--- src/rtl/seq_mem_adapter_pkg.sv ---
// Shared types for the sequential-memory request adapter.
// Latency: n/a (types and helpers only).
// Backpressure: n/a.
//
// Contents: adapter FSM state encoding, the response flag bundle that sits
// beside the data word in each response FIFO entry, and a pointer-width helper.
package seq_mem_adapter_pkg;

    typedef enum logic [1:0] {
        IDLE  = 2'd0,
        ISSUE = 2'd1,
        WAIT  = 2'd2,
        ERR   = 2'd3
    } state_t;

    // Data width is a module parameter, so the full response struct is built
    // in the top level as {data, rsp_flags_t}; the flag layout lives here so
    // every user agrees on bit order.
    typedef struct packed {
        logic write;
        logic err;
    } rsp_flags_t;

    localparam int RSP_FLAGS_W = $bits(rsp_flags_t);

    // A one-entry FIFO still needs a 1-bit pointer to keep the vectors legal.
    function automatic int ptr_w(input int depth);
        return (depth > 1) ? $clog2(depth) : 1;
    endfunction

endpackage

--- src/rtl/seq_mem_rsp_fifo.sv ---
// Synchronous response FIFO, DEPTH entries of DW bits, head shown combinationally.
// Latency: a push is visible at the head the cycle after the pushing edge.
// Backpressure: caller must only push with a free slot; pop is ignored when empty.
//
// Ports:
//   clk, reset     clock, synchronous active-high reset (pointers/count only)
//   i_push         write i_push_dat at the tail this cycle
//   i_pop          drop the head this cycle (no effect when empty)
//   o_count        number of stored entries, 0..DEPTH
//   o_head         entry at the head (undefined when o_empty)
//   o_empty        no entries stored
module seq_mem_rsp_fifo
    import seq_mem_adapter_pkg::*;
#(
    parameter int DEPTH = 2,
    parameter int DW    = 34,
    localparam int CW   = $clog2(DEPTH + 1)
) (
    input  logic          clk,
    input  logic          reset,
    input  logic          i_push,
    input  logic [DW-1:0] i_push_dat,
    input  logic          i_pop,
    output logic [CW-1:0] o_count,
    output logic [DW-1:0] o_head,
    output logic          o_empty
);

    localparam int PW = ptr_w(DEPTH);
    localparam logic [PW-1:0] LP_LAST = PW'(DEPTH - 1);

    logic [DW-1:0] r_mem [DEPTH];
    logic [PW-1:0] r_wr_ptr;
    logic [PW-1:0] r_rd_ptr;
    logic [CW-1:0] r_count;
    logic          w_do_pop;

    // Explicit wrap so non-power-of-two depths would also be safe.
    function automatic logic [PW-1:0] next_ptr(input logic [PW-1:0] p);
        return (p == LP_LAST) ? '0 : p + 1'b1;
    endfunction

    assign w_do_pop = i_pop && (r_count != '0);

    always_ff @(posedge clk) begin
        if (reset) begin
            r_wr_ptr <= '0;
            r_rd_ptr <= '0;
            r_count  <= '0;
        end else begin
            if (i_push) begin
                r_wr_ptr <= next_ptr(r_wr_ptr);
            end
            if (w_do_pop) begin
                r_rd_ptr <= next_ptr(r_rd_ptr);
            end
            // Simultaneous push and pop leave the count unchanged.
            case ({i_push, w_do_pop})
                2'b10:   r_count <= r_count + 1'b1;
                2'b01:   r_count <= r_count - 1'b1;
                default: r_count <= r_count;
            endcase
        end
    end

    // Storage is not reset; consumers gate the head with o_empty.
    always_ff @(posedge clk) begin
        if (i_push) begin
            r_mem[r_wr_ptr] <= i_push_dat;
        end
    end

    assign o_head  = r_mem[r_rd_ptr];
    assign o_count = r_count;
    assign o_empty = (r_count == '0);

endmodule

--- src/rtl/seq_mem_req_adapter_d1.sv ---
// Serializes valid/ready requests onto a single-port sequential memory, one in flight.
// Latency: accept T -> strobe T+1 -> done sampled T+2 -> rsp_valid T+3 (range error: rsp_valid T+2).
// Backpressure: req_ready only in IDLE with a free response slot; rsp_* held until rsp_ready.
//
// Ports:
//   clk, reset                      clock, synchronous active-high reset
//   req_valid/req_ready             request handshake
//   req_write, req_addr, req_wdata  request op, word address, write data
//   rsp_valid/rsp_ready             response handshake (FIFO head)
//   rsp_data, rsp_write, rsp_err    read data (0 for writes/errors), op echo, error
//   mem_addr0, mem_in               memory address / write data (hold last in-range request)
//   mem_read_en, mem_write_en       one-cycle strobes, never together
//   mem_out, mem_read_done, mem_write_done   memory read data and completion flags
module seq_mem_req_adapter_d1
    import seq_mem_adapter_pkg::*;
#(
    parameter int WIDTH     = 32,
    parameter int SIZE      = 8,
    parameter int IDX_SIZE  = 4,
    parameter int RSP_DEPTH = 2
) (
    input  logic                clk,
    input  logic                reset,
    input  logic                req_valid,
    output logic                req_ready,
    input  logic                req_write,
    input  logic [IDX_SIZE-1:0] req_addr,
    input  logic [WIDTH-1:0]    req_wdata,
    output logic                rsp_valid,
    input  logic                rsp_ready,
    output logic [WIDTH-1:0]    rsp_data,
    output logic                rsp_write,
    output logic                rsp_err,
    output logic [IDX_SIZE-1:0] mem_addr0,
    output logic                mem_read_en,
    output logic                mem_write_en,
    output logic [WIDTH-1:0]    mem_in,
    input  logic [WIDTH-1:0]    mem_out,
    input  logic                mem_read_done,
    input  logic                mem_write_done
);

    typedef struct packed {
        logic [WIDTH-1:0] data;
        rsp_flags_t       flags;
    } rsp_t;

    localparam int RSP_W = $bits(rsp_t);
    localparam int CW    = $clog2(RSP_DEPTH + 1);
    localparam logic [CW-1:0]     LP_DEPTH = CW'(RSP_DEPTH);
    // One extra bit so SIZE == 2**IDX_SIZE still compares correctly.
    localparam logic [IDX_SIZE:0] LP_SIZE  = (IDX_SIZE + 1)'(SIZE);

    state_t                r_state;
    state_t                w_next_state;
    logic                  r_write;
    logic [IDX_SIZE-1:0]   r_mem_addr;
    logic [WIDTH-1:0]      r_mem_in;
    logic                  r_mem_read_en;
    logic                  r_mem_write_en;

    logic                  w_req_ready;
    logic                  w_accept;
    logic                  w_in_range;
    logic                  w_done;
    logic                  w_push;
    rsp_t                  w_push_dat;
    logic                  w_pop;
    logic [CW-1:0]         w_count;
    logic [RSP_W-1:0]      w_head;
    rsp_t                  w_head_rsp;
    logic                  w_empty;

    // Ready is a function of state and FIFO occupancy only. Requiring a free
    // slot at accept time means the later push can never overflow.
    assign w_req_ready = (r_state == IDLE) && (w_count < LP_DEPTH);
    assign w_accept    = req_valid && w_req_ready;
    assign w_in_range  = ({1'b0, req_addr} < LP_SIZE);
    assign w_done      = r_write ? mem_write_done : mem_read_done;

    always_ff @(posedge clk) begin
        if (reset) begin
            r_state <= IDLE;
        end else begin
            r_state <= w_next_state;
        end
    end

    always_comb begin
        w_next_state = r_state;
        w_push       = 1'b0;
        w_push_dat   = '0;
        unique case (r_state)
            IDLE: begin
                if (w_accept) begin
                    w_next_state = w_in_range ? ISSUE : ERR;
                end
            end
            ISSUE: begin
                w_next_state = WAIT;
            end
            WAIT: begin
                // A missing done turns into an error response with zero data.
                w_push                 = 1'b1;
                w_push_dat.data        = (!r_write && w_done) ? mem_out : '0;
                w_push_dat.flags.write = r_write;
                w_push_dat.flags.err   = !w_done;
                w_next_state           = IDLE;
            end
            ERR: begin
                w_push                 = 1'b1;
                w_push_dat.flags.write = r_write;
                w_push_dat.flags.err   = 1'b1;
                w_next_state           = IDLE;
            end
            default: begin
                w_next_state = IDLE;
            end
        endcase
    end

    // Request latch. Address and write data only update for in-range requests
    // so the memory pins never carry an out-of-range address.
    always_ff @(posedge clk) begin
        if (reset) begin
            r_write    <= 1'b0;
            r_mem_addr <= '0;
            r_mem_in   <= '0;
        end else if (w_accept) begin
            r_write <= req_write;
            if (w_in_range) begin
                r_mem_addr <= req_addr;
                r_mem_in   <= req_wdata;
            end
        end
    end

    // Strobes are registered off the next state, so they are high exactly
    // while the FSM sits in ISSUE. ISSUE is only entered from an IDLE accept,
    // hence the op comes straight from req_write. Reset clears them, so a
    // request interrupted in ISSUE/WAIT is never re-strobed.
    always_ff @(posedge clk) begin
        if (reset) begin
            r_mem_read_en  <= 1'b0;
            r_mem_write_en <= 1'b0;
        end else begin
            r_mem_read_en  <= (w_next_state == ISSUE) && !req_write;
            r_mem_write_en <= (w_next_state == ISSUE) &&  req_write;
        end
    end

    seq_mem_rsp_fifo #(
        .DEPTH (RSP_DEPTH),
        .DW    (RSP_W)
    ) u_rsp_fifo (
        .clk        (clk),
        .reset      (reset),
        .i_push     (w_push),
        .i_push_dat (w_push_dat),
        .i_pop      (w_pop),
        .o_count    (w_count),
        .o_head     (w_head),
        .o_empty    (w_empty)
    );

    assign w_pop      = rsp_valid && rsp_ready;
    assign w_head_rsp = w_head;

    assign req_ready    = w_req_ready;
    assign rsp_valid    = !w_empty;
    // Head storage is unreset; force zeros while nothing is presented.
    assign rsp_data     = w_empty ? '0   : w_head_rsp.data;
    assign rsp_write    = w_empty ? 1'b0 : w_head_rsp.flags.write;
    assign rsp_err      = w_empty ? 1'b0 : w_head_rsp.flags.err;
    assign mem_addr0    = r_mem_addr;
    assign mem_in       = r_mem_in;
    assign mem_read_en  = r_mem_read_en;
    assign mem_write_en = r_mem_write_en;

endmodule
--- config.mk ---
export PLATFORM = sky130hd
export DESIGN_NAME = seq_mem_req_adapter_d1
export DESIGN_NICKNAME = d
export VERILOG_FILES = /design/src/rtl/seq_mem_adapter_pkg.sv /design/src/rtl/seq_mem_rsp_fifo.sv /design/src/rtl/seq_mem_req_adapter_d1.sv
export SDC_FILE = /design/constraint.sdc
export NUM_CORES = 1
export LEC_CHECK = 0
export CORE_MARGIN = 4
export CORE_UTILIZATION = 46
export DETAILED_ROUTE_END_ITERATION = 8
export MAX_ROUTING_LAYER = met4
export PLACE_DENSITY = 0.78
export SLEW_MARGIN = 5
export SYNTH_ARGS = -nofsm -noshare
export SYNTH_HDL_FRONTEND = slang
export SYNTH_SLANG_ARGS = --single-unit
--- constraint.sdc ---
create_clock -name clk -period 3.1 [get_ports clk]
set_input_delay 0.62 -clock clk [delete_from_list [all_inputs] [get_ports clk]]
set_output_delay 0.62 -clock clk [all_outputs]
set_load 0.1 [all_outputs]
After elaboration in Yosys (flattened, before gate mapping) --
Memories as Yosys holds them, arrays and structs flattened. A register that Yosys moved wholly into a read port is not among the register bits. Index checks and enable logic that the tools add are counted.
Cells by class: eq/ne operators 6, order comparisons 2, reductions and logical operators 17, muxes and demuxes 18, $add $sub $neg 4
Operator list (number):
- two-way mux 32 bit | 3
- two-way mux 1 bit | 10
- case mux 2 bit (2 select lines) | 2
- logical AND 1 bit | 7
- == test 2 x 1 -> 1 bit, second input constant | 3
- == test 2 bit, second input constant | 3
- case mux 2 bit (3 select lines) | 1
- logical NOT 1 bit | 4
- logical NOT 2 bit | 2
- < comparator 4 bit, second input constant | 1
- two-way mux 2 bit | 2
- nonzero test 2 bit | 2
- adder 1 bit, second input constant | 2
- adder 2 x 1 -> 2 bit, second input constant | 1
- < comparator 2 bit, second input constant | 1
- AND reduction 2 bit | 1
- OR reduction 2 bit | 1
- subtractor 2 x 1 -> 2 bit, second input constant | 1
Word-level totals: memories kept 1, bits of input ports 75, word-level logic and storage cells 57, bits in writable memories 68, flip-flop bits (word level) 45, output and inout bits 74
Memories:
- u_rsp_fifo.r_mem | words 2, width 34, read ports 1, clocked after Yosys merged registers in 1, wr ports 1, RTL line seq_mem_rsp_fifo.sv:32 | logic [DW-1:0] r_mem [DEPTH];

Depth between registers and ports, before layout --
Gate-level depths: netlist of run 1.
word-level depth 7, gate-level depth with buffers 7, gate-level depth less buffers 6

Cells and area by module --
From an unflattened synthesis of run 1, not the netlist that was laid out.
Second synthesis, totals: cell total of the unflattened synthesis 387, area, all modules 4823.4 µm²
Modules (own cells, without submodules):
- seq_mem_rsp_fifo | area an instance 2648.8 µm², seq. area each 2142.1 µm², times used 1, cells each 128
- seq_mem_req_adapter_d1 | area an instance 2174.6 µm², seq. area each 820.8 µm², times used 1, cells each 259

Worst setup path after synthesis of run 1 --
No wires, ideal clock.
path kind register -> output, start point reg u_rsp_fifo.r_count[1], in the netlist u_rsp_fifo.o_count[1], end point out req_ready, slack -0.001 ns, stages on the path, launching flop included 3, required time 2.480 ns, buffers on the path 1, data arrival time 2.481 ns, cells stage by stage dfxtp_1 > buf_6 > nor3_1
Between the ends: longest elaborated chain between the ends 2
Ends and longest elaborated chain:
- from (decl) | RTL line seq_mem_rsp_fifo.sv:35 | logic [CW-1:0] r_count;
- from (signal assigned) | RTL line seq_mem_rsp_fifo.sv:59 | 2'b10: r_count <= r_count + 1'b1;
- from (signal assigned) | RTL line seq_mem_rsp_fifo.sv:60 | 2'b01: r_count <= r_count - 1'b1;
- from (signal assigned) | RTL line seq_mem_rsp_fifo.sv:61 | default: r_count <= r_count;
- < comparator 2 bit | RTL line seq_mem_req_adapter_d1.sv:76 | assign w_req_ready = (r_state == IDLE) && (w_count < LP_DEPTH);
- logical AND 1 bit | RTL line seq_mem_req_adapter_d1.sv:76
- to (decl) | RTL line seq_mem_req_adapter_d1.sv:25 | output logic req_ready,
No other way between the ends.

==> results.md, run 1 <==
- Commonest non-fill, non-tap cell in the layout: buf_4
- Share of layout cells above drive strength 1: 0.221
- Global-route wire length before repair: 16800 µm
- Synthesis-stage register bit count: 114
- Routed vias/inst: 5.05
- Sw power: 2.78 mW
- Slew headroom: 0.286
- Post-synthesis mux area share: 0.0745
- R2R setup slack: about 1.4 ns
- Met2 WL: ~5000 µm
- Final net count: 606
- Simple-Gate Fraction of Synth Area: 0.162
- Synth Area in Compound Gates: 0.0799
- # IOs: 149
- Max Cap Violations: 0
- Gate Count Post-Synth: 388
- Tot GR Track Use: 0.190
- Worst endpoint required time: 2.48 ns
- DIE WIDTH: 109 µm
- Syn Area/Cell: roughly 12 µm²
- Max-slew violation count: 0
- Syn Nets: 464
- Clock buffer depth: 2
- Die ar.: 11900 µm²
- Dpl cells: 644
- Hold depth: 1
- Post-CTS Setup Bufs: 0
- Final cell count without fillers: 676
- Setup Crit Path Kind: reg -> out
- ANT cells: 0
- Clock share of power: 0.301
- Yosys top cell by area: edfxtp_1
- Sequential power share: 0.281
- Pin count of the biggest net entering global routing: 75
- Synth Area in Adders: 0.00266
- Crit path buf inv count: 2
- Vias in the first global route: 3455
- Pwr Density: 956 nW/µm²
- Setup Skew: ~0.0086 ns
- Startpoint Class: flop
- Post-CTS sizing: 0
- Yosys Warn Count: 0
- Worst IR drop on VDD: 531 µV
- Top cells by area, synth: edfxtp_1 (43%), dfxtp_1 (20%), mux2i_1 (7.5%)
- Worst-margin pin slew: around 1.1 ns
- CTS Buf Count: 17
- Comb power frac: 0.418
- Sw Ratio: 0.437
- Total grt overflow: 0
- Met3 Wirelength: 1010 µm
- Static leakage: ~2.5 nW
- I/O Buffers: 148
- Clk pin slew, worst setup/hold paths: 0.05 ns
- Area growth, synth to finish: 41.4%
- Vias post-DR: about 3.4k
- Die height: 109 µm
- Highest routed metal layer: met4
- FF-to-FF Start: r_state[1]
- Outcome: completed
- Xor/xnor cell area share of the yosys netlist: 0.00745
- Critical path fanouts, max: 34
- Residual DRC count: 0
- Cell area after synthesis: 4700 µm²
- Final worst slack: 0.530 ns
- Worst reg2reg endpoint: u_rsp_fifo.r_mem[1][16]
- Core box area: roughly 9900 µm²
- Initial Util: 0.476
- CP max-delay cell: buf_4
- Hold Path Class: reg -> reg
- P_int: around 3.6 mW
- Fin. Hold Viols: 0
- Clk sinks: 114
- Clock Tree Root: clkbuf_8
- Post-CTS Hold Buffers: 0
- Worst Hold Path EP: mem_addr0[3]
- GP Congestion: slightly above 0.7
- WL final: 10800 µm
- TNS Setup: 0 ns
- CP top delay family: buffers and inverters
- Tmin final: 2.57 ns
- Setup repair after global routing missed its margin: no
- Cells on worst reg2reg path: 4
- Wire length per cell: 15.9 µm
- Routed length on met1: 4600 µm
- Hold Startpoint: mem_addr0[3]
- Skew-Pair Late Insertion Delay: 0.50 ns
- CP arrival: 1.95 ns
- Htree depth: 4
- DP HPWL: 6900 µm
- Final worst-path cycle share: 0.829
- Max incr delay on CP: 0.47 ns
- Netlist cell types: 25
- Initial antenna violation count: 0
- Router iterations before antenna repair: 4
- Largest family of logic cells by synthesized area: simple AND/OR/NAND/NOR gates
- CTS tree: yes
- Nature of the critical path endpoint: primary output
- Final setup violating endpoints: 0
- Pre-CTS setup slack: between 0.8 and 0.9 ns
- Most frequent CP cell: buf_4
- # fillers: roughly 760
- Antenna Nets Post-Route: 0
- Yosys top cell area share: 0.435
- Commonest non-fill, non-tap cells in the layout: buf_4 (81), clkdlybuf4s50_1 (73), edfxtp_1 (68), dfxtp_1 (45), nor2_1 (42)
- Crit-path cells: buf_4 -> mux2i_1 -> nor2_1 -> buf_4
- Fmax: roughly 390 MHz
- Row count: 36
- Initial DRC count: 180
- Seq/Total Area, Yosys: 0.630
per-layer routing:
metal,track usage,vias up
li1,-,1665
met1,0.226,1599
met4,0.0604,0
met3,0.0722,14
met5,-,-
met2,0.300,135
registers in the layout (all words and copies together), names as in the netlist, named ones only:
register / cells
mem_addr0: 4
u_rsp_fifo.r_mem: 68
r_state: 2
mem_write_en: 1
u_rsp_fifo.o_count: 2
u_rsp_fifo.r_rd_ptr: 1
r_write: 1
u_rsp_fifo.r_wr_ptr: 1
mem_in: 32
mem_read_en: 1
worst reg2reg max path: cells and delay by family (launching register included):
family	cells	cell delay [ns]
flops	1	0.54
buf+inv	2	0.54
simple gates	2	0.50
worst max-delay path by stage:
stage,from,to,cells after the start
2_1_floorplan,flop,rsp_data[10],4
3_3_place_gp,req_valid,mem_in[26],4
3_5_place_dp,req_valid,mem_in[11],4
4_1_cts,flop,rsp_data[0],4
5_1_grt,flop,rsp_data[0],4
6_report,flop,rsp_data[0],4
cells in the mapped netlist:
cell type	n
edfxtp_1	68
dfxtp_1	46
nor2_1	44
a21oi_1	38
mux2i_1	35
nand3b_1	35
o21ai_1	35
and2_1	34
clkbuf_1	17
buf_6	9
buf_1	3
buf_2	3
inv_1	3
nand2_1	2
nor3_1	2
nor4b_4	2
o21ai_0	2
xnor2_1	2
xor2_1	2
ha_1	1
nor3b_1	1
nor4_2	1
nor4b_2	1
or3_1	1
or4b_4	1
layout make-up:
type | count | area, µm² | share of cell area
Clock buffer | 25 | 539 | 0.0811
Clock inverter | 7 | 63.8 | 0.00960
Inverter | 3 | 11.3 | 0.00169
Multi-Input combinational cell | 239 | 1560 | 0.234
Sequential cell | 114 | 2960 | 0.446
Tap cell | 133 | 166 | 0.0250
Timing Repair Buffer | 155 | 1340 | 0.202
through the flow:
step | utilization | hold WS (ns) | cell area, µm² | power [mW]
CTS | 0.674 | 0.481 | 6650 | 6.41
finish | 0.674 | 0.480 | 6650 | 6.35
global placement | 0.613 | 0.465 | 6040 | 4.47
floorplan | - | 0.472 | 4700 | 3.95
detailed placement | 0.613 | 0.471 | 6040 | 4.49
global route | 0.674 | 0.503 | 6650 | 6.58
power by group through the flow:
stage / Sequential, mW / Clock [mW] / Combinational, mW
3_3_place_gp: 1.81 / 0 / 2.66
2_1_floorplan: 2.03 / 0 / 1.91
5_1_grt: 1.80 / 2.01 / 2.78
4_1_cts: 1.78 / 1.95 / 2.68
3_5_place_dp: 1.81 / 0 / 2.68
6_report: 1.78 / 1.91 / 2.66
cells by family (layout without fill, tap and decap cells):
| group | after synthesis | count (layout) |
|---|---|---|
| flip-flops | 114 | 114 |
| multiplexers | 35 | 35 |
| XOR/XNOR | 4 | 4 |
| adder cells (fa/ha/maj) | 1 | 1 |
| buffers and inverters | 35 | 190 |
| AND/OR/NAND/NOR | 124 | 124 |
| AO/OA/AOI/OAI | 75 | 75 |
No activity file was read; power rests on OpenSTA's default activity.
==> run 2, diff against run 1 <==
- clock period: 3.1 -> 2.4 ns (I/O delays scaled with it)
==> results.md, run 2 (synthesized netlist as in run 1, its figures left out) <==
- # IOs: between 100 and 150
- Met2 WL: 5890 µm
- Cells on worst reg2reg path: 6
- Htree depth: 4
- Highest routed metal layer: met4
- TNS Setup: 0 ns
- Commonest non-fill, non-tap cells in the layout: clkdlybuf4s50_1 (73), edfxtp_1 (68), buf_4 (53), dfxtp_1 (45), a21oi_1 (38)
- Outcome: completed
- Comb power frac: 0.477
- Global-route wire length before repair: 18100 µm
- Setup Skew: 0.0107 ns
- Fmax: 443 MHz
- Worst IR drop on VDD: between 800 and 900 µV
- Critical path fanouts, max: 5
- Hold Path Class: reg -> reg
- Largest register FFs: 68
- # fillers: 672
- CP top delay family: flip-flops
- ANT cells: 0
- Final cell count without fillers: 684
- Levels on crit path: 4
- Setup repair after global routing missed its margin: no
- WL final: 11500 µm
- Setup Crit Path Kind: reg -> out
- Core box area: ~9900 µm²
- Post-CTS Hold Buffers: 0
- Hold depth: 2
- Fin. Hold Viols: 0
- Crit-path cells: nor2_4 -> buf_4 -> nor2_1 -> buf_12
- Routed vias/inst: 5.14
- Sequential power share: 0.258
- CTS tree: yes
- Commonest non-fill, non-tap cell in the layout: clkdlybuf4s50_1
- Clock Tree Root: clkbuf_8
- Max incr delay on CP: 0.55 ns
- Clock share of power: 0.265
- CP max-delay cell: dfxtp_1
- Pre-CTS setup slack: roughly 0.24 ns
- Die ar.: 11900 µm²
- Worst-margin pin slew: around 0.50 ns
- Final setup violating endpoints: 0
- Register name with the most flops: u_rsp_fifo.r_mem
- Slew headroom: 0.664
- Dpl cells: 648
- Area growth, synth to finish: 53.2%
- Vias post-DR: 3518
- Tot GR Track Use: 0.207
- CP arrival: approximately 1.8 ns
- DP HPWL: 7610 µm
- Antenna Nets Post-Route: 0
- Skew-Pair Late Insertion Delay: 0.50 ns
- Residual DRC count: 0
- Reg area: between 2000 and 3000 µm²
- Routed length on met1: about 4600 µm
- Clock buffer depth: 2
- Final worst-path cycle share: 0.940
- CTS Buf Count: 17
- I/O Buffers: between 100 and 150
- Worst endpoint required time: 1.92 ns
- Max-slew violation count: 0
- Nature of the critical path endpoint: primary output
- Router iterations before antenna repair: 4
- GP Congestion: ~0.71
- Wire length per cell: 16.8 µm
- DIE WIDTH: between 100 and 150 µm
- Clk pin slew, worst setup/hold paths: around 0.06 ns
- Sw Ratio: 0.434
- Tmin final: roughly 2.3 ns
- Initial Util: 0.476
- Row count: 36
- Max Cap Violations: 0
- Total grt overflow: 0
- Initial DRC count: 142
- Final worst slack: approximately 0.14 ns
- Vias in the first global route: around 3.7k
- Clk sinks: ~110
- Die height: 109 µm
- Pin count of the biggest net entering global routing: 47
- Pwr Density: between 1000 and 1500 nW/µm²
- Initial antenna violation count: 0
- Multi-input logic area: 1650 µm²
- Final net count: 614
- Met3 Wirelength: 887 µm
- Startpoint Class: flop
- Crit path buf inv count: 2
- P_int: 5.10 mW
- Static leakage: 2.58 nW
- Sw power: 3.91 mW
- Share of layout cells above drive strength 1: 0.294
run 2: cell types whose count changed in the layout (fill, tap and decap cells not counted), sizes merged:
cell / previous run / this run
inv: 4 / 7
bufinv: 1 / 2
clkinvlp: 1 / 4
clkinv: 4 / 5
buf: 82 / 89
nor2: 44 / 45
clkbuf: 25 / 17
run 2: area by class of cell:
cell class,count,area share
tap,133,0.0231
inverter,3,0.00156
timing repair buffer,162,0.255
multi-input combinational,240,0.229
clock inverter,15,0.0219
clock buffer,17,0.0575
sequential,114,0.412
run 2: power groups by stage:
stage | combinational [mW] | clock [mW] | sequential, mW
floorplan | 2.59 | 0 | 2.63
global placement | 4.21 | 0 | 2.33
detailed placement | 4.25 | 0 | 2.34
CTS | 4.34 | 2.44 | 2.32
global route | 4.47 | 2.54 | 2.33
finish | 4.30 | 2.39 | 2.32
run 2: worst paths after layout:
kind,slack (ns),startpoint,end
worst max-delay path,0.14,u_rsp_fifo.o_count[0],rsp_data[0]
worst min-delay path,0.48,mem_in[22],mem_in[22]
worst max register to register,0.52,u_rsp_fifo.o_count[1],u_rsp_fifo.o_count[1]
worst min register to register,0.48,mem_in[22],mem_in[22]
run 2: through the flow:
stage	util	instance area, µm²	total power, mW	hold slack (ns)
6_report	0.730	7200	9.01	0.478
5_1_grt	0.730	7200	9.35	0.501
4_1_cts	0.730	7200	9.09	0.482
3_5_place_dp	0.668	6590	6.59	0.470
3_3_place_gp	0.668	6590	6.54	0.463
2_1_floorplan	-	4780	5.22	0.472
run 2: timing repair:
action                                  in CTS  in global routing
resized for setup                            1                  0
hold endpoints to repair                     0                  0
endpoints found under the setup margin      35                  0
buffers inserted                             3                  0
run 2: tightest hold or removal path: stages (launching register included):
cell	delay (ns)
dfxtp_1	0.30
o21ai_1	0.06
a21oi_1	0.06
run 2: routing by layer:
| metal | vias to the layer above | GRT usage |
|---|---|---|
| li1 | 1689 | - |
| met1 | 1688 | 0.226 |
| met2 | 132 | 0.356 |
| met3 | 9 | 0.0705 |
| met4 | 0 | 0.0604 |
| met5 | - | - |
